File: src/rtl/fetch_unit.sv
// fetch_unit: program counter and instruction register feeding a 13-bit instruction ROM
module fetch_unit #(
  parameter int ADDR_W   = 8,
  parameter int INSTR_W  = 13,
  parameter int RESET_PC = 0
) (
  input  logic               clk,
  input  logic               rst,
  input  logic               start,
  input  logic               halt,
  input  logic               jmp_valid,
  input  logic [ADDR_W-1:0]  jmp_addr,
  output logic [ADDR_W-1:0]  rom_addr,
  output logic               rom_en,
  input  logic [INSTR_W-1:0] rom_data,
  output logic [INSTR_W-1:0] instr,
  output logic [ADDR_W-1:0]  instr_pc,
  output logic               instr_valid,
  input  logic               instr_ready,
  output logic               busy
);
  typedef enum logic {IDLE, RUN} state_t;
  localparam logic [ADDR_W-1:0] RST_PC = ADDR_W'(RESET_PC);
  state_t             state_q, state_d;
  logic [ADDR_W-1:0]  pc_q, pc_d, ipc_q, ipc_d;
  logic [INSTR_W-1:0] instr_q, instr_d;
  logic               valid_q, valid_d;
  logic               slot_free;
  assign slot_free   = !valid_q || instr_ready;
  assign rom_en      = (state_q == RUN) && slot_free && !jmp_valid && !halt;
  assign rom_addr    = pc_q;
  assign instr       = instr_q;
  assign instr_pc    = ipc_q;
  assign instr_valid = valid_q;
  assign busy        = state_q == RUN;
  // next state: a jump flushes the slot and wins over fetch and accept; pc wraps silently
  always_comb begin
    state_d = state_q == IDLE ? (start ? RUN : IDLE) : (halt ? IDLE : RUN);
    pc_d    = jmp_valid ? jmp_addr : rom_en ? pc_q + ADDR_W'(1) : pc_q;
    instr_d = rom_en ? rom_data : instr_q;
    ipc_d   = rom_en ? pc_q : ipc_q;
    valid_d = jmp_valid ? 1'b0 : rom_en ? 1'b1 : instr_ready ? 1'b0 : valid_q;
  end
  // state registers with synchronous reset that discards any held word
  always_ff @(posedge clk) begin
    if (rst) begin
      state_q <= IDLE;
      pc_q    <= RST_PC;
      instr_q <= '0;
      ipc_q   <= '0;
      valid_q <= 1'b0;
    end else begin
      state_q <= state_d;
      pc_q    <= pc_d;
      instr_q <= instr_d;
      ipc_q   <= ipc_d;
      valid_q <= valid_d;
    end
  end
endmodule
File: config.mk
export PLATFORM = sky130hd
export DESIGN_NAME = fetch_unit
export DESIGN_NICKNAME = d
export VERILOG_FILES = /design/src/rtl/fetch_unit.sv
export SDC_FILE = /design/constraint.sdc
export NUM_CORES = 1
export LEC_CHECK = 0
export BUFFER_PORTS_ARGS = -buffer_cell sky130_fd_sc_hd__buf_4
export CORE_AREA = 2 2 59 61
export CTS_BUF_LIST = sky130_fd_sc_hd__clkbuf_8
export DETAILED_ROUTE_END_ITERATION = 10
export DIE_AREA = 0 0 61 63
export PLACE_DENSITY_LB_ADDON = 0.2
export SLEW_MARGIN = 20
export SYNTH_ARGS = -nofsm -noshare
export SYNTH_HDL_FRONTEND = slang
export SYNTH_SLANG_ARGS = --single-unit
export TNS_END_PERCENT = 100
File: constraint.sdc
create_clock -name clk -period 1.5 [get_ports clk]
set_clock_uncertainty 0.2 [all_clocks]
set_input_delay 0.075 -clock clk [delete_from_list [all_inputs] [get_ports clk]]
set_output_delay 0.075 -clock clk [all_outputs]
set_load 0.02 [all_outputs]
==> key figures, run 1 <==
STA
  – Fin crit period: 1.56 ns
  – Slew Limit Fails: 0
  – Final worst-path cycle share: 1.04
  – Worst-Margin Slew: 0.315 ns
  – Hold Fails Final Rpt: 1
  – WHS: -0.0853 ns
  – RSZ-0062 raised after global routing: yes
  – Max-slew headroom: 0.790
  – Setup Viol. Count Final: 20
  – Fmax: 0.643 GHz
  – Final worst slack: -0.0558 ns

Global route
  – First-pass GRT wire length: 5460 um
  – Total global routing overflow: 0
  – Vias in the first global route: 1182
  – Largest net degree at the start of global routing: 32
  – GRT Total Usage: 0.196
  – Antenna violations before repair: 0

Setup path
  – R2r startpoint: instr_valid
  – Reg2reg end: instr_pc[0]
  – R2r setup slk: -0.06 ns
  – Critical path required time: 1.47 ns
  – Startpoint type of the worst setup path: register
  – Reg2Reg Depth: 6
  – CP Class: register to register
  – Setup crit end kind: register
  – Worst endpoint data arrival time: 1.52 ns
  – Max FO, Critical Path: 5

Power
  – Seq pwr share: 0.472
  – Worst IR drop on VDD: 483 uV
  – PwrDens: 781 nW/um^2
  – Static leakage: 0.967 nW
  – Int Power: 1.37 mW
  – Total power: 1.86 mW
  – Clock power frac: 0.338
  – Switch share: 0.261
  – P_sw: 0.485 mW
  – Combinational fraction of design power: 0.190

Logic synthesis
  – Avg Cell Area, Syn: 10.5 um^2
  – #FFs+latches synth: 31
  – Post-synthesis cell count: 127
  – Mux contribution to synthesized area: 0.158
  – Post-synthesis xor/xnor area fraction: 0.0461
  – Mapped Area: 1330 um^2
  – Synth Area in Adders: 0.00942
  – Synth area leader: dfxtp_1
  – Largest family of logic cells by synthesized area: simple AND/OR/NAND/NOR gates
  – Simple-Gate Fraction of Synth Area: 0.206
  – Main area contributors after synthesis: dfxtp_1 (47%), mux2i_1 (16%), nor2_1 (7.9%)
  – Post-synthesis compound-gate area fraction: 0.0650
  – Synthesized Nets: 155
  – Synth cell types: 27
  – Seq/Total Area, Yosys: 0.467
  – Share of Yosys cell area claimed by the top area cell type: 0.467
  – Yosys Warn Count: 0

Drt
  – DRT Wirelength: 3540 um
  – Routed vias/inst: 4.58
  – Via count: 1245
  – Routed len/inst: 13.0 um
  – Initial drt markers: 23
  – First-pass iteration count of the detailed router: 4
  – Post-route DRC: 0
  – ANT nets after route: 0

Die
  – Die Ht: 63 um
  – Die width: 61 um
  – I/O pin total: 59
  – Core area: 3230 um^2
  – Die area: 3840 um^2
  – Initial core utilization: 0.411
  – Row count: 21

Final layout
  – Final nets: 253
  – Filler cell count: 245
  – Ant diodes: 0
  – Layout cells sized above 1: 0.451
  – P&R area growth vs syn: 78.9%

Job
  – Number of max-cap violations: 0

Clock tree
  – H-tree depth: 2
  – CTS tree: yes
  – Clk root buf: clkbuf_8
  – Clk sink count: 31
  – Clk_lat worst skew: 0.28 ns
  – CTS Buf Count: 5
  – Reg clk slew, reported paths: 0.06 ns
  – Clock tree buffer depth: 2

Worst hold path
  – Type of the tightest min-delay check: primary input to register
  – HP Start: halt
  – Hold Path Depth: 3
  – WHS Endpoint: busy

Placement
  – DP HPWL: 2100 um
  – Final GP Congestion: 0.792
  – Number of port buffers: 58

Outcome
  – Status: finished, violations left
  – Failing checks: negative hold slack, negative setup slack
==> layout by cell type (no fill, tap or decap), types with 2 or more instances in the layout <==
cell type and n:
dfxtp_4 3, clkbuf_8 5, dfxtp_2 3, nand3_1 3, nor4b_4 2, dlygate4sd3_1 24
xnor2_1 7, nand2_1 2, nor4_4 2, buf_4 64, mux2i_1 20, buf_12 3
buf_8 2, dfxtp_1 25, nor2_1 27, a21oi_1 3, a211oi_1 4, buf_6 4
o21bai_1 2
==> worst max-delay path: stages, from the launching register on <==
cell	delay (ns)
dfxtp_4	0.34
nor2b_4	0.14
nor3_4	0.23
buf_6	0.16
clkbuf_16	0.15
mux2i_1	0.17
nor2_1	0.05
==> power by group through the flow <==
| stage | clock [mW] | sequential (mW) | combinational (mW) |
|---|---|---|---|
| after detailed placement | 0 | 0.895 | 0.269 |
| final | 0.628 | 0.877 | 0.352 |
| after CTS | 0.651 | 0.877 | 0.342 |
| after global placement | 0 | 0.894 | 0.265 |
| after floorplan | 0 | 0.932 | 0.0988 |
| after global routing | 0.696 | 0.880 | 0.378 |
==> Yosys cell counts <==
cell	n
nor3_1	1
o21bai_1	2
nor4b_4	1
nor3b_2	1
nand4_1	1
nor3_2	1
mux2i_1	21
clkbuf_1	4
xnor2_1	7
buf_6	4
nand3_1	3
nand2b_4	1
ha_1	1
nor3_4	1
nor2b_1	2
a211oi_2	1
dfxtp_1	31
a311oi_1	1
o21ai_1	1
nand2_1	2
nand2b_1	1
inv_2	1
nor2_1	28
nor4_2	2
a211oi_1	4
a21oi_1	3
nor4b_2	1
==> worst max path at each step <==
stage | startpoint | end | depth (start not counted)
after detailed placement | instr_valid | instr[4] | 5
final | instr_valid | instr_pc[0] | 6
after global routing | instr_valid | instr[4] | 6
after floorplan | instr_valid | instr_pc[4] | 6
after CTS | instr_valid | instr_pc[6] | 6
after global placement | instr_valid | rom_addr[6] | 5
==> kinds of logic after synthesis <==
logic type,Yosys count
compound gates,12
xor+xnor,7
fa+ha+maj,1
buf+inv,9
flops,31
mux,21
simple gates,46
==> metrics by stage <==
| stage | instance area (um^2) | setup slack [ns] | setup TNS (ns) | util | std cells |
|---|---|---|---|---|---|
| global placement | 1860 | 0.0127 | 0 | 0.576 | 231 |
| detailed placement | 1860 | -0.0127 | -0.0269 | 0.576 | 231 |
| CTS | 2300 | -0.0480 | -0.736 | 0.712 | 270 |
| finish | 2380 | -0.0558 | -0.668 | 0.736 | 272 |
| floorplan | 1350 | -0.158 | -2.71 | - | 127 |
| global route | 2380 | -0.120 | -1.88 | 0.736 | 272 |
==> layer usage <==
metal | up-vias | part of all wire | global-route usage
li1 | 634 | - | -
met1 | 574 | 0.41 | 0.216
met2 | 31 | 0.54 | 0.336
met3 | 6 | 0.046 | 0.0828
met4 | 0 | 0.011 | 0.0489
met5 | - | 0 | 0
==> registers in the layout, summed over array words and instances (netlist names) <==
signal and count:
instr_pc 8, instr 13, rom_addr 8, busy 1, instr_valid 1
==> repair_timing <==
| action | in CTS | in global routing |
|---|---|---|
| hold endpoints to repair | 30 | 15 |
| setup endpoints to repair | 10 | 26 |
| hold buffers | 24 | 1 |
| resized for setup | 7 | 11 |
| pin swaps | 2 | 11 |
| cloned | 1 | 1 |
| buffers inserted | 6 | 1 |
==> final cells by class <==
type,instances,area [um^2],share of cell area
Multi-Input combinational cell,87,687,0.289
Clock buffer,5,68.8,0.0289
Clock inverter,3,16.3,0.00684
Tap cell,46,57.6,0.0242
Sequential cell,31,636,0.267
Inverter,1,3.75,0.00158
Timing Repair Buffer,99,908,0.382
Power figures use the tool's default switching activity.
==> run 2, diff against run 1 <==
==> constraint.sdc (replaced) <==
create_clock -name clk -period 1.5 [get_ports clk]
set_clock_uncertainty 0.2 [all_clocks]
set_input_delay 0 -clock clk [delete_from_list [all_inputs] [get_ports clk]]
set_output_delay 0 -clock clk [all_outputs]
set_load 0.02 [all_outputs]
==> run 2 against run 1 <==
Effect of this change:
- the run still ends with negative hold slack, negative setup slack left
- clock-buffer cell count is the same
- critical path depth unchanged
- worst setup slack gained 0.0068 ns
- cell count fell by 1.5%
- sequential cell count unchanged
- first-iteration DRC count up 43%
- non-clock buffer count is 4 lower
- sequential share of layout area rose by 0.41 points
- wire length fell by 0.76%
- via count is 0.56% lower
- clock power about the same
- highest routed layer unchanged
==> key figures, run 2 (synthesis gave the netlist of run 1 again) <==
Drt
  – Post-route DRC: 0
  – Via count: 1238
  – DRT Wirelength: 3510 um
  – First-pass iteration count of the detailed router: 4
  – Routed vias/inst: 4.62
  – ANT nets after route: 0
  – Routed len/inst: 13.1 um
  – Initial drt markers: 33

Power
  – PwrDens: 792 nW/um^2
  – Int Power: 1.37 mW
  – Clock power frac: 0.338
  – Switch share: 0.261
  – P_sw: 0.483 mW
  – Static leakage: 0.947 nW
  – Seq pwr share: 0.473
  – Worst IR drop on VDD: 485 uV
  – Combinational fraction of design power: 0.189

STA
  – WHS: -0.167 ns
  – Fin crit period: 1.55 ns
  – Final worst-path cycle share: 1.03
  – RSZ-0062 raised after global routing: yes
  – Setup Viol. Count Final: 12
  – Slew Limit Fails: 0
  – Final worst slack: -0.0490 ns
  – Hold Fails Final Rpt: 30
  – Fmax: 0.646 GHz
  – Max-slew headroom: 0.818
  – Worst-Margin Slew: 0.272 ns

Global route
  – Largest net degree at the start of global routing: 32
  – Antenna violations before repair: 0
  – Vias in the first global route: 1150
  – Total global routing overflow: 0
  – First-pass GRT wire length: 5290 um
  – GRT Total Usage: 0.189

Die
  – Die area: 3840 um^2
  – Die width: 61 um
  – I/O pin total: 59
  – Row count: 21
  – Die Ht: 63 um
  – Core area: 3230 um^2
  – Initial core utilization: 0.411

Outcome
  – Failing checks: negative hold slack, negative setup slack
  – Status: finished, violations left

Final layout
  – Most frequent cells in the layout: buf_4 (63), nor2_1 (27), dfxtp_1 (25)
  – Layout cells sized above 1: 0.441
  – Ant diodes: 0
  – Multi-input logic area: 687 um^2
  – P&R area growth vs syn: 76.2%
  – Commonest non-fill, non-tap cell in the layout: buf_4
  – Filler cell count: 256
  – Layout Utilization: 0.724
  – Final nets: 249
  – Largest register FFs: 13
  – Register Area: 636 um^2

Placement
  – DP HPWL: 2100 um
  – Final GP Congestion: 0.792
  – Pre-CTS setup slack: -0.0127 ns
  – Number of port buffers: 58

Clock tree
  – Clock tree buffer depth: 2
  – Clk sink count: 31
  – CTS tree: yes
  – Clk_lat worst skew: 0.28 ns
  – Reg clk slew, reported paths: 0.07 ns
  – Clk root buf: clkbuf_8
  – CTS Buf Count: 5
  – H-tree depth: 2

Setup path
  – Worst Setup SP: instr_valid
  – Worst endpoint data arrival time: 1.53 ns
  – Critical path required time: 1.48 ns
  – R2r startpoint: instr_valid
  – Setup crit end kind: register
  – Startpoint type of the worst setup path: register
  – CP Class: register to register
  – Max FO, Critical Path: 5

Worst hold path
  – HP Start: rst
  – Type of the tightest min-delay check: primary input to register

Job
  – Number of max-cap violations: 0
==> run 2: changes by cell type in the layout (fill, tap and decap cells not counted) <==
cell    change
buf_12      +1
buf_6       -3
buf_4       -1
buf_8       -1
==> run 2: worst paths after layout <==
| kind | end | slack, ns | cells after the start |
|---|---|---|---|
| min | rom_addr[7] | -0.17 | 3 |
| max | instr[0] | -0.05 | 6 |
| max reg2reg | instr[0] | -0.05 | 6 |
| min reg2reg | instr[8] | 0.30 | 2 |
==> run 2: power groups by stage <==
stage	sequential, mW	combinational [mW]	clock, mW
after detailed placement	0.895	0.269	0
after floorplan	0.932	0.0988	0
after global placement	0.894	0.265	0
final	0.877	0.351	0.626
after CTS	0.877	0.336	0.651
after global routing	0.880	0.376	0.696
==> run 2: area by class of cell <==
type | instances | area share
well taps | 46 | 0.0246
multi-input cells | 87 | 0.293
clock inverters | 3 | 0.00695
inverters | 1 | 0.00160
repair buffers | 95 | 0.373
clock buffers | 5 | 0.0294
flip-flops and latches | 31 | 0.272
==> run 2: metal layers <==
metal | GRT usage | share of wire | wire length (um) | up-vias
li1 | - | - | - | 629
met1 | 0.210 | 0.42 | 1470 | 571
met2 | 0.321 | 0.52 | 1840 | 31
met3 | 0.0828 | 0.046 | 161 | 7
met4 | 0.0489 | 0.013 | 44 | 0
met5 | 0 | 0 | 0 | -
==> run 2: worst max-delay path: stages, from the launching register on <==
cell	delay [ns]
dfxtp_4	0.34
nor2b_4	0.14
nor3_4	0.23
buf_6	0.16
clkbuf_16	0.15
mux2i_1	0.18
nor2_1	0.05
==> run 2: per-stage QoR <==
step	hold WS [ns]	total power [mW]	instances	instance area [um^2]	TNS, ns
detailed placement	0.0122	1.16	231	1860	-0.0269
global route	-0.164	1.95	268	2340	-1.12
finish	-0.167	1.85	268	2340	-0.401
CTS	-0.111	1.86	266	2260	-0.494
global placement	0.00967	1.16	231	1860	0
floorplan	-0.131	1.03	127	1350	-2.71
==> run 2: what timing repair did <==
item                                    CTS  global route
pin swaps                                 2            10
resized for setup                         5             8
cloned                                    1             1
endpoints found under the setup margin   10            21
hold buffers                             24             1
setup buffers                             2             0
endpoints found under the hold margin    31            28
